<file path="config.mk">
export PLATFORM = sky130hd
export DESIGN_NAME = control_turnos
export DESIGN_NICKNAME = d
export VERILOG_FILES = /design/src/rtl/gato_pkg.sv /design/src/rtl/detector_linea.sv /design/src/rtl/control_turnos.sv
export SDC_FILE = /design/constraint.sdc
export NUM_CORES = 1
export LEC_CHECK = 0
export ABC_AREA = 1
export BUFFER_PORTS_ARGS = -buffer_cell sky130_fd_sc_hd__buf_2
export CAP_MARGIN = 40
export CORE_ASPECT_RATIO = 1.25
export CORE_MARGIN = 5
export CORE_UTILIZATION = 40
export DETAILED_ROUTE_END_ITERATION = 8
export GPL_TIMING_DRIVEN = 0
export PLACE_DENSITY = 0.56
export SYNTH_ARGS = -nofsm -noshare
export SYNTH_HDL_FRONTEND = slang
export SYNTH_HIERARCHICAL = 1
export SYNTH_SLANG_ARGS = --single-unit
</file>
<file path="constraint.sdc">
create_clock -name clk -period 2.7 [get_ports clk]
set_clock_uncertainty 0.1 [all_clocks]
set_input_delay 0.27 -clock clk [delete_from_list [all_inputs] [get_ports clk]]
set_output_delay 0.27 -clock clk [all_outputs]
set_load 0.1 [all_outputs]
</file>
<file path="src/rtl/gato_pkg.sv">
// Shared definitions for the tic-tac-toe board: cell/result codes, sizes, FSM states.
// Optional turn timeout is enabled with the TURNO_TIMEOUT_EN macro.
package gato_pkg;

    localparam int unsigned ANCHO_CELDA    = 2;
    localparam int unsigned NUM_CELDAS     = 9;
    localparam int unsigned CELDAS_FILA    = 3;
    localparam int unsigned ANCHO_FILA     = ANCHO_CELDA * CELDAS_FILA;
    localparam int unsigned ANCHO_TABLERO  = ANCHO_FILA * 3;
    localparam int unsigned ANCHO_POS      = 4;
    localparam int unsigned ANCHO_CONT     = 4;
    localparam int unsigned ANCHO_TMO      = 26;
    localparam int unsigned CICLOS_TIMEOUT = 50000000;

    // Cell codes; 2'b11 is never written
    localparam logic [ANCHO_CELDA-1:0] VACIA = 2'b00;
    localparam logic [ANCHO_CELDA-1:0] JUG_X = 2'b01;
    localparam logic [ANCHO_CELDA-1:0] JUG_O = 2'b10;

    // Result codes
    localparam logic [1:0] RES_NADA   = 2'b00;
    localparam logic [1:0] RES_X      = 2'b01;
    localparam logic [1:0] RES_O      = 2'b10;
    localparam logic [1:0] RES_EMPATE = 2'b11;

    typedef enum logic [2:0] {
        ESPERA   = 3'd0,
        VERIFICA = 3'd1,
        ESCRIBE  = 3'd2,
        EVALUA   = 3'd3,
        FIN      = 3'd4
    } estado_t;

    // Cell code written for a requester (0 = X, 1 = O)
    function automatic logic [ANCHO_CELDA-1:0] codigo_jugador(input logic jug);
        return jug ? JUG_O : JUG_X;
    endfunction

endpackage

</file>
<file path="src/rtl/detector_linea.sv">
// Combinational three-in-a-row detector over the flat 18-bit board.
// Cell k occupies bits [2k+1:2k]; returns the winning cell code or 00.
module detector_linea
    import gato_pkg::*;
(
    input  logic [ANCHO_TABLERO-1:0] tablero,
    output logic [ANCHO_CELDA-1:0]   ganador_linea
);

    localparam int unsigned NUM_LINEAS = 8;

    // Cell indices of the 3 rows, 3 columns and 2 diagonals
    localparam logic [3:0] LINEAS [NUM_LINEAS][3] = '{
        '{4'd0, 4'd1, 4'd2}, '{4'd3, 4'd4, 4'd5}, '{4'd6, 4'd7, 4'd8},
        '{4'd0, 4'd3, 4'd6}, '{4'd1, 4'd4, 4'd7}, '{4'd2, 4'd5, 4'd8},
        '{4'd0, 4'd4, 4'd8}, '{4'd2, 4'd4, 4'd6}
    };

    logic [ANCHO_CELDA-1:0] celda [NUM_CELDAS];

    // Split the board into cells
    always_comb begin
        for (int i = 0; i < NUM_CELDAS; i++) begin
            celda[i] = tablero[ANCHO_CELDA*i +: ANCHO_CELDA];
        end
    end

    // Report the code of any line holding three equal non-empty cells
    always_comb begin
        ganador_linea = RES_NADA;
        for (int l = 0; l < NUM_LINEAS; l++) begin
            if (celda[LINEAS[l][0]] != VACIA &&
                celda[LINEAS[l][0]] == celda[LINEAS[l][1]] &&
                celda[LINEAS[l][1]] == celda[LINEAS[l][2]]) begin
                ganador_linea = celda[LINEAS[l][0]];
            end
        end
    end

endmodule

</file>
<file path="src/rtl/control_turnos.sv">
// Turn sequencer and sole writer of the three board row words.
// Checks each move, writes it, then evaluates win/draw.
// Optional macro TURNO_TIMEOUT_EN adds a per-turn forfeit timer.
module control_turnos
    import gato_pkg::*;
(
    input  logic                  clk,
    input  logic                  reset,
    input  logic                  jugada,
    input  logic                  jugador,
    input  logic [ANCHO_POS-1:0]  posicion,
    output logic [ANCHO_FILA-1:0] fila1,
    output logic [ANCHO_FILA-1:0] fila2,
    output logic [ANCHO_FILA-1:0] fila3,
    output logic                  turno,
    output logic                  error,
    output logic [1:0]            ganador,
    output logic                  fin_juego
);

    estado_t                    estado;
    logic                       jug_q;
    logic [ANCHO_POS-1:0]       pos_q;
    logic [ANCHO_CONT-1:0]      contador;
    logic [ANCHO_TABLERO-1:0]   tablero;
    logic [ANCHO_TABLERO-1:0]   tablero_nuevo;
    logic [ANCHO_CELDA-1:0]     celda_obj;
    logic [ANCHO_CELDA-1:0]     ganador_linea;
    logic                       legal;
`ifdef TURNO_TIMEOUT_EN
    logic [ANCHO_TMO-1:0]       cnt_tmo;
`endif

    assign tablero = {fila3, fila2, fila1};

    // Target cell lookup and the board with the latched move applied
    always_comb begin
        celda_obj     = 2'b11;
        tablero_nuevo = tablero;
        for (int i = 0; i < NUM_CELDAS; i++) begin
            if (pos_q == ANCHO_POS'(i)) begin
                celda_obj = tablero[ANCHO_CELDA*i +: ANCHO_CELDA];
                tablero_nuevo[ANCHO_CELDA*i +: ANCHO_CELDA] = codigo_jugador(jug_q);
            end
        end
    end

    // Move is legal when in range, on turn and onto an empty cell
    always_comb begin
        legal = (pos_q < ANCHO_POS'(NUM_CELDAS)) && (jug_q == turno) && (celda_obj == VACIA);
    end

    detector_linea u_detector (
        .tablero       (tablero),
        .ganador_linea (ganador_linea)
    );

    // Game FSM with registered outputs
    always_ff @(posedge clk) begin
        if (reset) begin
            estado    <= ESPERA;
            jug_q     <= 1'b0;
            pos_q     <= '0;
            contador  <= '0;
            fila1     <= '0;
            fila2     <= '0;
            fila3     <= '0;
            turno     <= 1'b0;
            error     <= 1'b0;
            ganador   <= RES_NADA;
            fin_juego <= 1'b0;
`ifdef TURNO_TIMEOUT_EN
            cnt_tmo   <= '0;
`endif
        end else begin
            error <= 1'b0;
`ifdef TURNO_TIMEOUT_EN
            cnt_tmo <= '0;
`endif
            case (estado)
                ESPERA: begin
                    if (jugada) begin
                        jug_q  <= jugador;
                        pos_q  <= posicion;
                        estado <= VERIFICA;
                    end
`ifdef TURNO_TIMEOUT_EN
                    else if (cnt_tmo == ANCHO_TMO'(CICLOS_TIMEOUT - 1)) begin
                        turno <= ~turno;
                        error <= 1'b1;
                    end else begin
                        cnt_tmo <= cnt_tmo + 1'b1;
                    end
`endif
                end
                VERIFICA: begin
                    if (legal) begin
                        estado <= ESCRIBE;
                    end else begin
                        error  <= 1'b1;
                        estado <= ESPERA;
                    end
                end
                ESCRIBE: begin
                    {fila3, fila2, fila1} <= tablero_nuevo;
                    if (contador != ANCHO_CONT'(NUM_CELDAS)) begin
                        contador <= contador + 1'b1;
                    end
                    turno  <= ~turno;
                    estado <= EVALUA;
                end
                EVALUA: begin
                    // A line wins even on the ninth move
                    if (ganador_linea != RES_NADA) begin
                        ganador   <= ganador_linea;
                        fin_juego <= 1'b1;
                        estado    <= FIN;
                    end else if (contador == ANCHO_CONT'(NUM_CELDAS)) begin
                        ganador   <= RES_EMPATE;
                        fin_juego <= 1'b1;
                        estado    <= FIN;
                    end else begin
                        estado <= ESPERA;
                    end
                end
                FIN: begin
                    estado <= FIN;
                end
                default: begin
                    estado <= ESPERA;
                end
            endcase
        end
    end

endmodule

</file>
# Yosys cells after proc, flatten, opt, wreduce, memory -nomap -nowiden
# Index checks and enable logic that the tools add are counted.
# Widths: inputs -> output; s select.
[op_classes]
n_reduce_logical = 41
n_lt_le_gt_ge = 1
n_bitwise = 2
eq_ne = 32
n_mux = 28
add_sub_neg = 1
[ops]
columns = ["op", "count"]
rows = [
  ["$mux 2", 21],
  ["$eq 2x2->1", 16],
  ["$reduce_and 2->1", 12],
  ["$logic_and 1x1->1", 18],
  ["$eq 4x3->1 const B", 4],
  ["$pmux 3 s5", 1],
  ["$reduce_bool 2->1", 7],
  ["$mux 3", 3],
  ["$eq 4x2->1 const B", 2],
  ["$eq 4x4->1 const B", 2],
  ["$eq 3x2->1 const B", 2],
  ["$add 4x1->4 const B", 1],
  ["$eq 4x1->1 const B", 1],
  ["$logic_not 4->1", 1],
  ["$lt 4x4->1 const B", 1],
  ["$ne 4x4->1 const B", 1],
  ["$eq 3x1->1 const B", 1],
  ["$eq 3x3->1 const B", 1],
  ["$logic_not 3->1", 1],
  ["$mux 1", 3],
  ["$logic_not 2->1", 1],
  ["$ne 2x2->1 const B", 1],
  ["$not 1->1", 2],
  ["$reduce_or 2->1", 1],
  ["$eq 1x1->1", 1],
]
[totals]
in_bits = 8
out_inout_bits = 23
register_bits = 35

# Longest topological paths before layout
# Gate-level depths: netlist of run 1.
[logic_depth]
depth_word = 14
mapped_depth = 17
depth_no_buf = 17

# By module
# The synthesis of run 1 kept the hierarchy.
[modules_own_cells]
columns = ["mod", "area_per_inst_um2", "cells_per_inst", "n_inst", "seq_area_each_um2"]
rows = [
  ["control_turnos", 1580.3, 218, 1, 700.7],
  ["detector_linea", 543.0, 114, 1, 0.0],
]

# Worst setup path after synthesis of run 1
# No wires, ideal clock.
[synth_timing]
kind = "flip-flop to flip-flop"
from = "register fila1[2]"
to = "register ganador[1]"
slack_ps = -63
period_less_slack_ps = 2763
setup_ps = 118
t_arrival_ps = 2545
n_path_buf = 0
stages_incl_launch_ff = 14
cell_sequence = "dfxtp_1 -> inv_1 -> o31ai_2 -> nand3_2 -> o21ai_1 -> inv_1 -> nand2_1 -> nand2_1 -> nand2_1 -> nand2_1 -> o31ai_1 -> inv_1 -> o21ai_0 -> nor2_1"
[synth_via]
elab_chain_len = 14
elab_cells_between_ends = 20
classes_between = "3 x eq/ne; 9 x mux; 8 x reduce/logical"
[synth_lines]
columns = ["item", "line_no", "text"]
rows = [
  ["from (decl)", "control_turnos.sv:12", "output logic [ANCHO_FILA-1:0] fila1,"],
  ["from (signal assigned)", "control_turnos.sv:105", "{fila3, fila2, fila1} <= tablero_nuevo;"],
  ["$eq 2x2->1", "detector_linea.sv:33", "celda[LINEAS[l][0]] == celda[LINEAS[l][1]] &&"],
  ["$logic_and 1x1->1", "detector_linea.sv:32", "if (celda[LINEAS[l][0]] != VACIA &&"],
  ["$logic_and 1x1->1", "detector_linea.sv:33", ""],
  ["$mux 2 (4 in series)", "detector_linea.sv:32", ""],
  ["$mux 2 (*) (4 in series)", "detector_linea.sv:32", ""],
  ["via ganador_linea[0]", "control_turnos.sv:28", "logic [ANCHO_CELDA-1:0] ganador_linea;"],
  ["$reduce_bool 2->1 (*)", "control_turnos.sv:114", "if (ganador_linea != RES_NADA) begin"],
  ["$reduce_bool 2->1 (no line)", "-", ""],
  ["$reduce_and 2->1 (no line)", "-", ""],
  ["to (signal assigned)", "control_turnos.sv:115", "ganador <= ganador_linea;"],
  ["to (decl)", "control_turnos.sv:17", "output logic [1:0] ganador,"],
]
# Mark *: on every way through the listed nets, which the timed path passes. The rest lies on a longest branch.
# A chain may end at the register's enable or synchronous reset.

# Worst setup path after layout of run 1
[layout_timing]
from = "register fila1[0]"
to = "register ganador[1]"
[layout_via]
elab_chain_len = 14
elab_cells_between_ends = 22
classes_between = "3 x eq/ne; 9 x mux; 10 x reduce/logical"
[layout_lines]
columns = ["item", "line_no"]
rows = [
  ["$eq 2x2->1 / $reduce_bool 2->1 (equally long branches)", "detector_linea.sv:33, detector_linea.sv:32"],
  ["$logic_and 1x1->1", "detector_linea.sv:32"],
  ["$logic_and 1x1->1", "detector_linea.sv:33"],
  ["$mux 2 (6 in series)", "detector_linea.sv:32"],
  ["$mux 2 (*) (2 in series)", "detector_linea.sv:32"],
  ["via ganador_linea[1]", "control_turnos.sv:28"],
  ["$reduce_bool 2->1", "control_turnos.sv:114"],
  ["$reduce_bool 2->1 (no line)", "-"],
  ["$reduce_and 2->1 (no line)", "-"],
]
# Marked as above.

==> impl_metrics.csv, run 1 <==
group,metric,value,unit
clock_tree,clockRootBuffer,"clkbuf_8",
power,seq_power_share,0.490,
synth,synth_common_cells,"56 x nand2_1, 51 x inv_1, 36 x nor2_1",
setup_path,slowest_delay,0.59,ns
floorplan,die_width,75.2,um
floorplan,initial_core_util,0.415,
run_status,outcome,"finished clean",
clock_tree,cts_tree,"yes",
layout,final_layout_size_suffix_gt1_frac,0.222,
drt,firstDrtPassIters,4,
drt,top_layer,"met4",
clock_tree,cts_setup_buffers,0,
clock_tree,cts.sinks,35,
synth,synth_area_per_cell,6.40,um^2
synth,yosys.area.top_type_share,0.330,
flow_run,cap_violations,0,
sta,fin_crit,2.33,ns
synth,mappedNetlistArea,0.00212,mm^2
sta,worst_slew_pin_slew,0.600,ns
place,io_buffers,29,
setup_path,crit_chain,"nand3_1 > nand2_1 > nand2_1 > o21ai_1 > inv_1 > nand2_1 > nand2_1 > nand2_1 > nand4_1 > o31ai_2 > inv_1 > o21ai_0 > nor2_1",
synth,yosysSeqAreaShare,0.330,
clock_tree,htreeDepth,2,
global_route,antenna_found_initial,0,
clock_tree,clock_latency,0.28,ns
setup_path,cp_common_cell,"nand2_1",
power,clkPwrFrac,0.317,
sta,slew_viol_final,0,
power,combPwrFrac,0.193,
synth,synth_top_area_cell,"dfxtp_1",
drt,routedWlPerCell,13.4,um
floorplan,pin_count,31,
drt,met3_length,188,um
synth,syn_nets,342,
setup_path,cp_data_required_time,2.78,ns
setup_path,worstPathArrival,2.41,ns
global_route,grt_pass1_vias,2068,
setup_path,cp_slowest_cell,"dfxtp_1",
sta,final_hold_viol_count,0,
sta,slew_headroom,0.600,
synth,ys_seq_elements,35,
floorplan,die_y,91.5,um
clock_tree,clkTransAtPathRegs,0.07,ns
sta,clock.fmax,0.430,GHz
place,hpwl,4340,um
sta,setup_ws,0.372,ns
global_route,grt_start_max_net_pins,11,
place,place_ws,0.326,ns
synth,synth_edf_count,0,
worst_hold_path,hp-class,"in2reg",
layout,syn_to_final_growth,15.1,%
clock_tree,hold_buffers,0,
drt,detail_route.iter0.violations,135,
synth,async_flop_share,0,
sta,timing.hold.ws,0.161,ns
setup_path,crit_family,"simple AND/OR/NAND/NOR gates",
setup_path,cp_num_buf_inv,2,
drt,drc,0,
floorplan,coreArea,0.00512,mm^2
power,ir_drop,0.308,mV
setup_path,startpoint_type,"flop",
power,powerDensity,473,mW/mm^2
synth,yosys_warnings,6,
clock_tree,cts_buffer_depth,2,
clock_tree,ctsResizeCount,0,
synth,post-synth-top-count-cell,"nand2_1",
global_route,grt-ovfl-total,0,
global_route,grt_first_pass_wirelength,9590,um
setup_path,path_class,"reg2reg",
floorplan,dieArea,0.00687,mm^2
drt,met1_length,2680,um
sta,fin_crit_sh,0.862,
sta,setup_tns,0,ns
power,p_switching,377,uW
floorplan,num_rows,29,
sta,setup_viol,0,
sta,rsz0062_at_grt,"false",
setup_path,critPathMaxFanout,9,
global_route,grt_usage,0.181,
clock_tree,cts_buffers,5,
synth,syn_inst,332,
place,place_congestion,0.887,
setup_path,cp-end-kind,"flop",
drt,avgViaCountPerCell,5.04,
layout,nets,378,
synth,synth_cell_types,31,
synth,ys.flop_type,"dfxtp_1",
layout,insertedDiodeCount,0,
drt,antenna_left,0,
synth,yosys-top-cells-area,"dfxtp_1 33%, nand2_1 9.9%, inv_1 9.0%",
drt,routed_wl,5760,um
power,swShare,0.326,
drt,wl_met2,2800,um
drt,via_count,2173,
power,internal_power,779,uW
power,leakage,0.00105,uW
==> through the flow <==
step / power [uW] / instance area [um^2] / utilization / instances
6_report: 1160 / 2440 / 0.478 / 431
5_1_grt: 1220 / 2440 / 0.478 / 431
4_1_cts: 1170 / 2440 / 0.477 / 431
3_5_place_dp: 801 / 2360 / 0.461 / 423
3_3_place_gp: 800 / 2360 / 0.461 / 423
2_1_floorplan: 749 / 2130 / - / 332
==> sequential cells by signal, indices dropped and copies added, names as in the netlist <==
register	count
contador	4
error	1
estado	3
fila1	6
fila2	6
fila3	6
fin_juego	1
ganador	2
jug_q	1
pos_q	4
turno	1
==> layer usage <==
layer,up-vias,global-route usage
li1,1148,-
met1,981,0.229
met2,36,0.290
met3,8,0.0354
met4,0,0.0802
met5,-,0
==> worst paths after layout <==
| path | start | to | slack (ns) | depth (start not counted) |
|---|---|---|---|---|
| max | fila1[0] | ganador[1] | 0.37 | 13 |
| min | jugador | jug_q | 0.16 | 3 |
| max reg2reg | fila1[0] | ganador[1] | 0.37 | 13 |
| min reg2reg | fin_juego | fin_juego | 0.39 | 2 |
==> final cells by class <==
class | count | area (um^2)
buffer | 3 | 11.3
clock buffer | 7 | 76.3
clock inverter | 1 | 5.00
fill | 564 | 2670
inverter | 66 | 248
multi-input combinational | 228 | 1170
sequential | 35 | 712
tap | 62 | 77.6
timing repair buffer | 29 | 145
==> cells in the final DEF, fill, tap and decap left out, types with 3 or more instances in the layout <==
cell type,n
nor2_1,36
a21oi_1,24
nand2_1,56
inv_1,51
o31ai_2,3
o21ai_0,16
inv_2,15
dfxtp_1,26
nand3_1,28
nor2_2,7
nand3_2,3
nand4_1,8
buf_2,29
clkbuf_8,5
o21ai_1,11
nor3_1,9
clkbuf_1,4
nor2_4,3
a211oi_1,3
nand2_2,3
dfxtp_2,9
o31ai_1,3
==> kinds of logic (layout without fill, tap and decap cells) <==
family	after synthesis	in the layout	synth area share
xor gates and xnor gates	2	2	0.00825
and+or+nand+nor	159	159	0.354
DFF	35	35	0.330
AOI/OAI and AO/OA	65	65	0.174
buffers and inverters	69	106	0.122
adders and majority gates	2	2	0.0118
==> worst min-delay path, stage by stage <==
cell and delay, ns:
buf_2 0.07, o21ai_0 0.07, a21oi_1 0.10
==> power groups by stage <==
stage	logic (uW)	registers, uW	clock network (uW)
after floorplan	136	613	0
after global placement	223	577	0
after detailed placement	224	577	0
after CTS	224	565	382
after global routing	251	568	402
final	223	566	367
Note: power is estimated with default switching activity, not from simulation.
==> run 2, diff against run 1 <==
--- a/config.mk
+++ b/config.mk
@@ -14,6 +14,7 @@
 export DETAILED_ROUTE_END_ITERATION = 8
 export GPL_TIMING_DRIVEN = 0
 export PLACE_DENSITY = 0.56
+export RECOVER_POWER = 100
 export SYNTH_ARGS = -nofsm -noshare
 export SYNTH_HDL_FRONTEND = slang
 export SYNTH_HIERARCHICAL = 1
==> run 2 against run 1 <==
- first-iteration DRC count is 10% higher
- critical path depth stayed put
- sequential cell count stayed put
- design area is 2.0% lower
- wire length is 0.59% higher
- largest cell class unchanged
- highest routed layer unchanged
==> impl_metrics.csv, run 2 (synthesis results as in run 1) <==
group,metric,value,unit
run_status,outcome,"finished clean",
clock_tree,cts_tree,"yes",
layout,top_regs,"fila1 x6, fila2 x6, fila3 x6",
setup_path,cp-end-kind,"flop",
sta,worst_slew_pin_slew,1.17,ns
worst_hold_path,hp-class,"in2reg",
layout,stdcell_count,431,
power,powerDensity,480,mW/mm^2
sta,rsz0062_at_grt,"false",
floorplan,initial_core_util,0.415,
global_route,grt_first_pass_wirelength,9590,um
clock_tree,cts_setup_buffers,0,
layout,layout_common_cells,"57 x nand2_1, 52 x inv_1, 40 x nor2_1, 28 x nand3_1, 28 x clkbuf_1",
layout,syn_to_final_growth,12.7,%
sta,fin_crit,2.32,ns
global_route,grt_start_max_net_pins,11,
global_route,grt-ovfl-total,0,
drt,detail_route.iter0.violations,149,
clock_tree,clock_latency,0.29,ns
sta,setup_ws,0.380,ns
worst_hold_path,hp-start,"jugador",
layout,nets,378,
setup_path,critPathMaxFanout,9,
drt,antenna_left,0,
sta,clock.fmax,0.431,GHz
place,place_congestion,0.887,
global_route,grt_pass1_vias,2068,
clock_tree,clkTransAtPathRegs,0.07,ns
power,p_total,1150,uW
clock_tree,cts_buffer_depth,2,
power,seq_power_share,0.491,
sta,final_hold_viol_count,0,
layout,final_common_cell,"nand2_1",
clock_tree,cts_buffers,5,
setup_path,rr_endpoint,"ganador[1]",
setup_path,startpoint_type,"flop",
floorplan,coreArea,0.00512,mm^2
power,p_switching,374,uW
power,ir_drop,0.320,mV
global_route,grt_usage,0.181,
drt,routedWlPerCell,13.4,um
sta,setup_tns,0,ns
worst_hold_path,hold_depth,3,
setup_path,rr_startpoint,"fila1[0]",
place,placed_area,0.00236,mm^2
setup_path,reg2reg_setup_slack,0.38,ns
clock_tree,clockRootBuffer,"clkbuf_8",
sta,fin_crit_sh,0.859,
drt,avgViaCountPerCell,5.11,
place,place_ws,0.326,ns
layout,final_cell_area,0.00239,mm^2
setup_path,reg2regPathDepth,13,
sta,slew_headroom,0.224,
layout,final_layout_size_suffix_gt1_frac,0.138,
drt,firstDrtPassIters,4,
clock_tree,hold_buffers,0,
layout,insertedDiodeCount,0,
global_route,antenna_found_initial,0,
floorplan,num_rows,29,
setup_path,cp_data_required_time,2.78,ns
floorplan,dieArea,0.00687,mm^2
floorplan,die_width,75.2,um
drt,via_count,2204,
setup_path,worstPathArrival,2.40,ns
power,combPwrFrac,0.190,
setup_path,path_class,"reg2reg",
worst_hold_path,min_to,"jug_q",
floorplan,pin_count,31,
sta,slew_viol_final,0,
place,dpl.cell_count,423,
power,internal_power,774,uW
place,hpwl,4340,um
drt,drc,0,
drt,routed_wl,5800,um
sta,setup_viol,0,
power,clkPwrFrac,0.320,
clock_tree,cts.sinks,35,
power,swShare,0.326,
power,leakage,0.000946,uW
place,io_buffers,29,
clock_tree,htreeDepth,2,
flow_run,cap_violations,0,
floorplan,die_y,91.5,um
[run 2: changes by cell type in the layout (fill, tap and decap cells not counted), sizes merged]
cell	change
clkbuf	+24
buf	-24
clkinv	+1
inv	-1
[run 2: repair_timing]
| action | 4_1_cts | 5_1_grt |
|---|---|---|
| setup endpoints to repair | 0 | 2 |
| resized for setup | 0 | 1 |
| endpoints found under the hold margin | 0 | 0 |
[run 2: worst max-delay path by stage]
stage	start	endpoint	slack, ns	cells past startpoint
after floorplan	fila2[2]	ganador[1]	0.009	13
after global placement	fila1[0]	ganador[1]	0.31	13
after detailed placement	fila1[0]	ganador[1]	0.33	13
after CTS	fila1[0]	ganador[1]	0.30	13
after global routing	fila1[0]	ganador[1]	0.05	13
final	fila1[0]	ganador[1]	0.38	13
[run 2: power groups by stage]
stage	logic, uW	registers, uW	clock network, uW
finish	218	563	367
global route	244	566	402
CTS	224	565	382
detailed placement	224	577	0
global placement	223	577	0
floorplan	136	613	0
[run 2: layer usage]
| layer | global-route usage | up-vias | wire length, um |
|---|---|---|---|
| met5 | 0 | - | 0 |
| met4 | 0.0802 | 0 | 80 |
| met3 | 0.0354 | 8 | 262 |
| met2 | 0.290 | 44 | 2830 |
| met1 | 0.229 | 1002 | 2630 |
| li1 | - | 1150 | - |
[run 2: per-stage QoR]
step           hold slack, ns  utilization
6_report                0.160        0.468
5_1_grt                 0.176        0.468
4_1_cts                 0.157        0.477
3_5_place_dp            0.360        0.461
3_3_place_gp            0.357        0.461
2_1_floorplan           0.336            -
[run 2: worst max-delay path, cell delays in order (launching register included)]
cell and delay (ns):
dfxtp_1 0.59, nand3_1 0.12, nand2_1 0.14, nand2_1 0.07, o21ai_1 0.09, inv_1 0.05
nand2_1 0.06, nand2_1 0.05, nand2_1 0.06, nand4_1 0.18, o31ai_2 0.37, inv_1 0.13
o21ai_0 0.16, nor2_1 0.05
[run 2: layout make-up]
type                    count  area (um^2)
multi-input cells         228         1150
repair buffers             29          116
clock buffers               7         76.3
inverters                  66          248
well taps                  62         77.6
fillers                   582         2720
plain buffers               3         11.3
clock inverters             1         5.00
flip-flops and latches     35          712
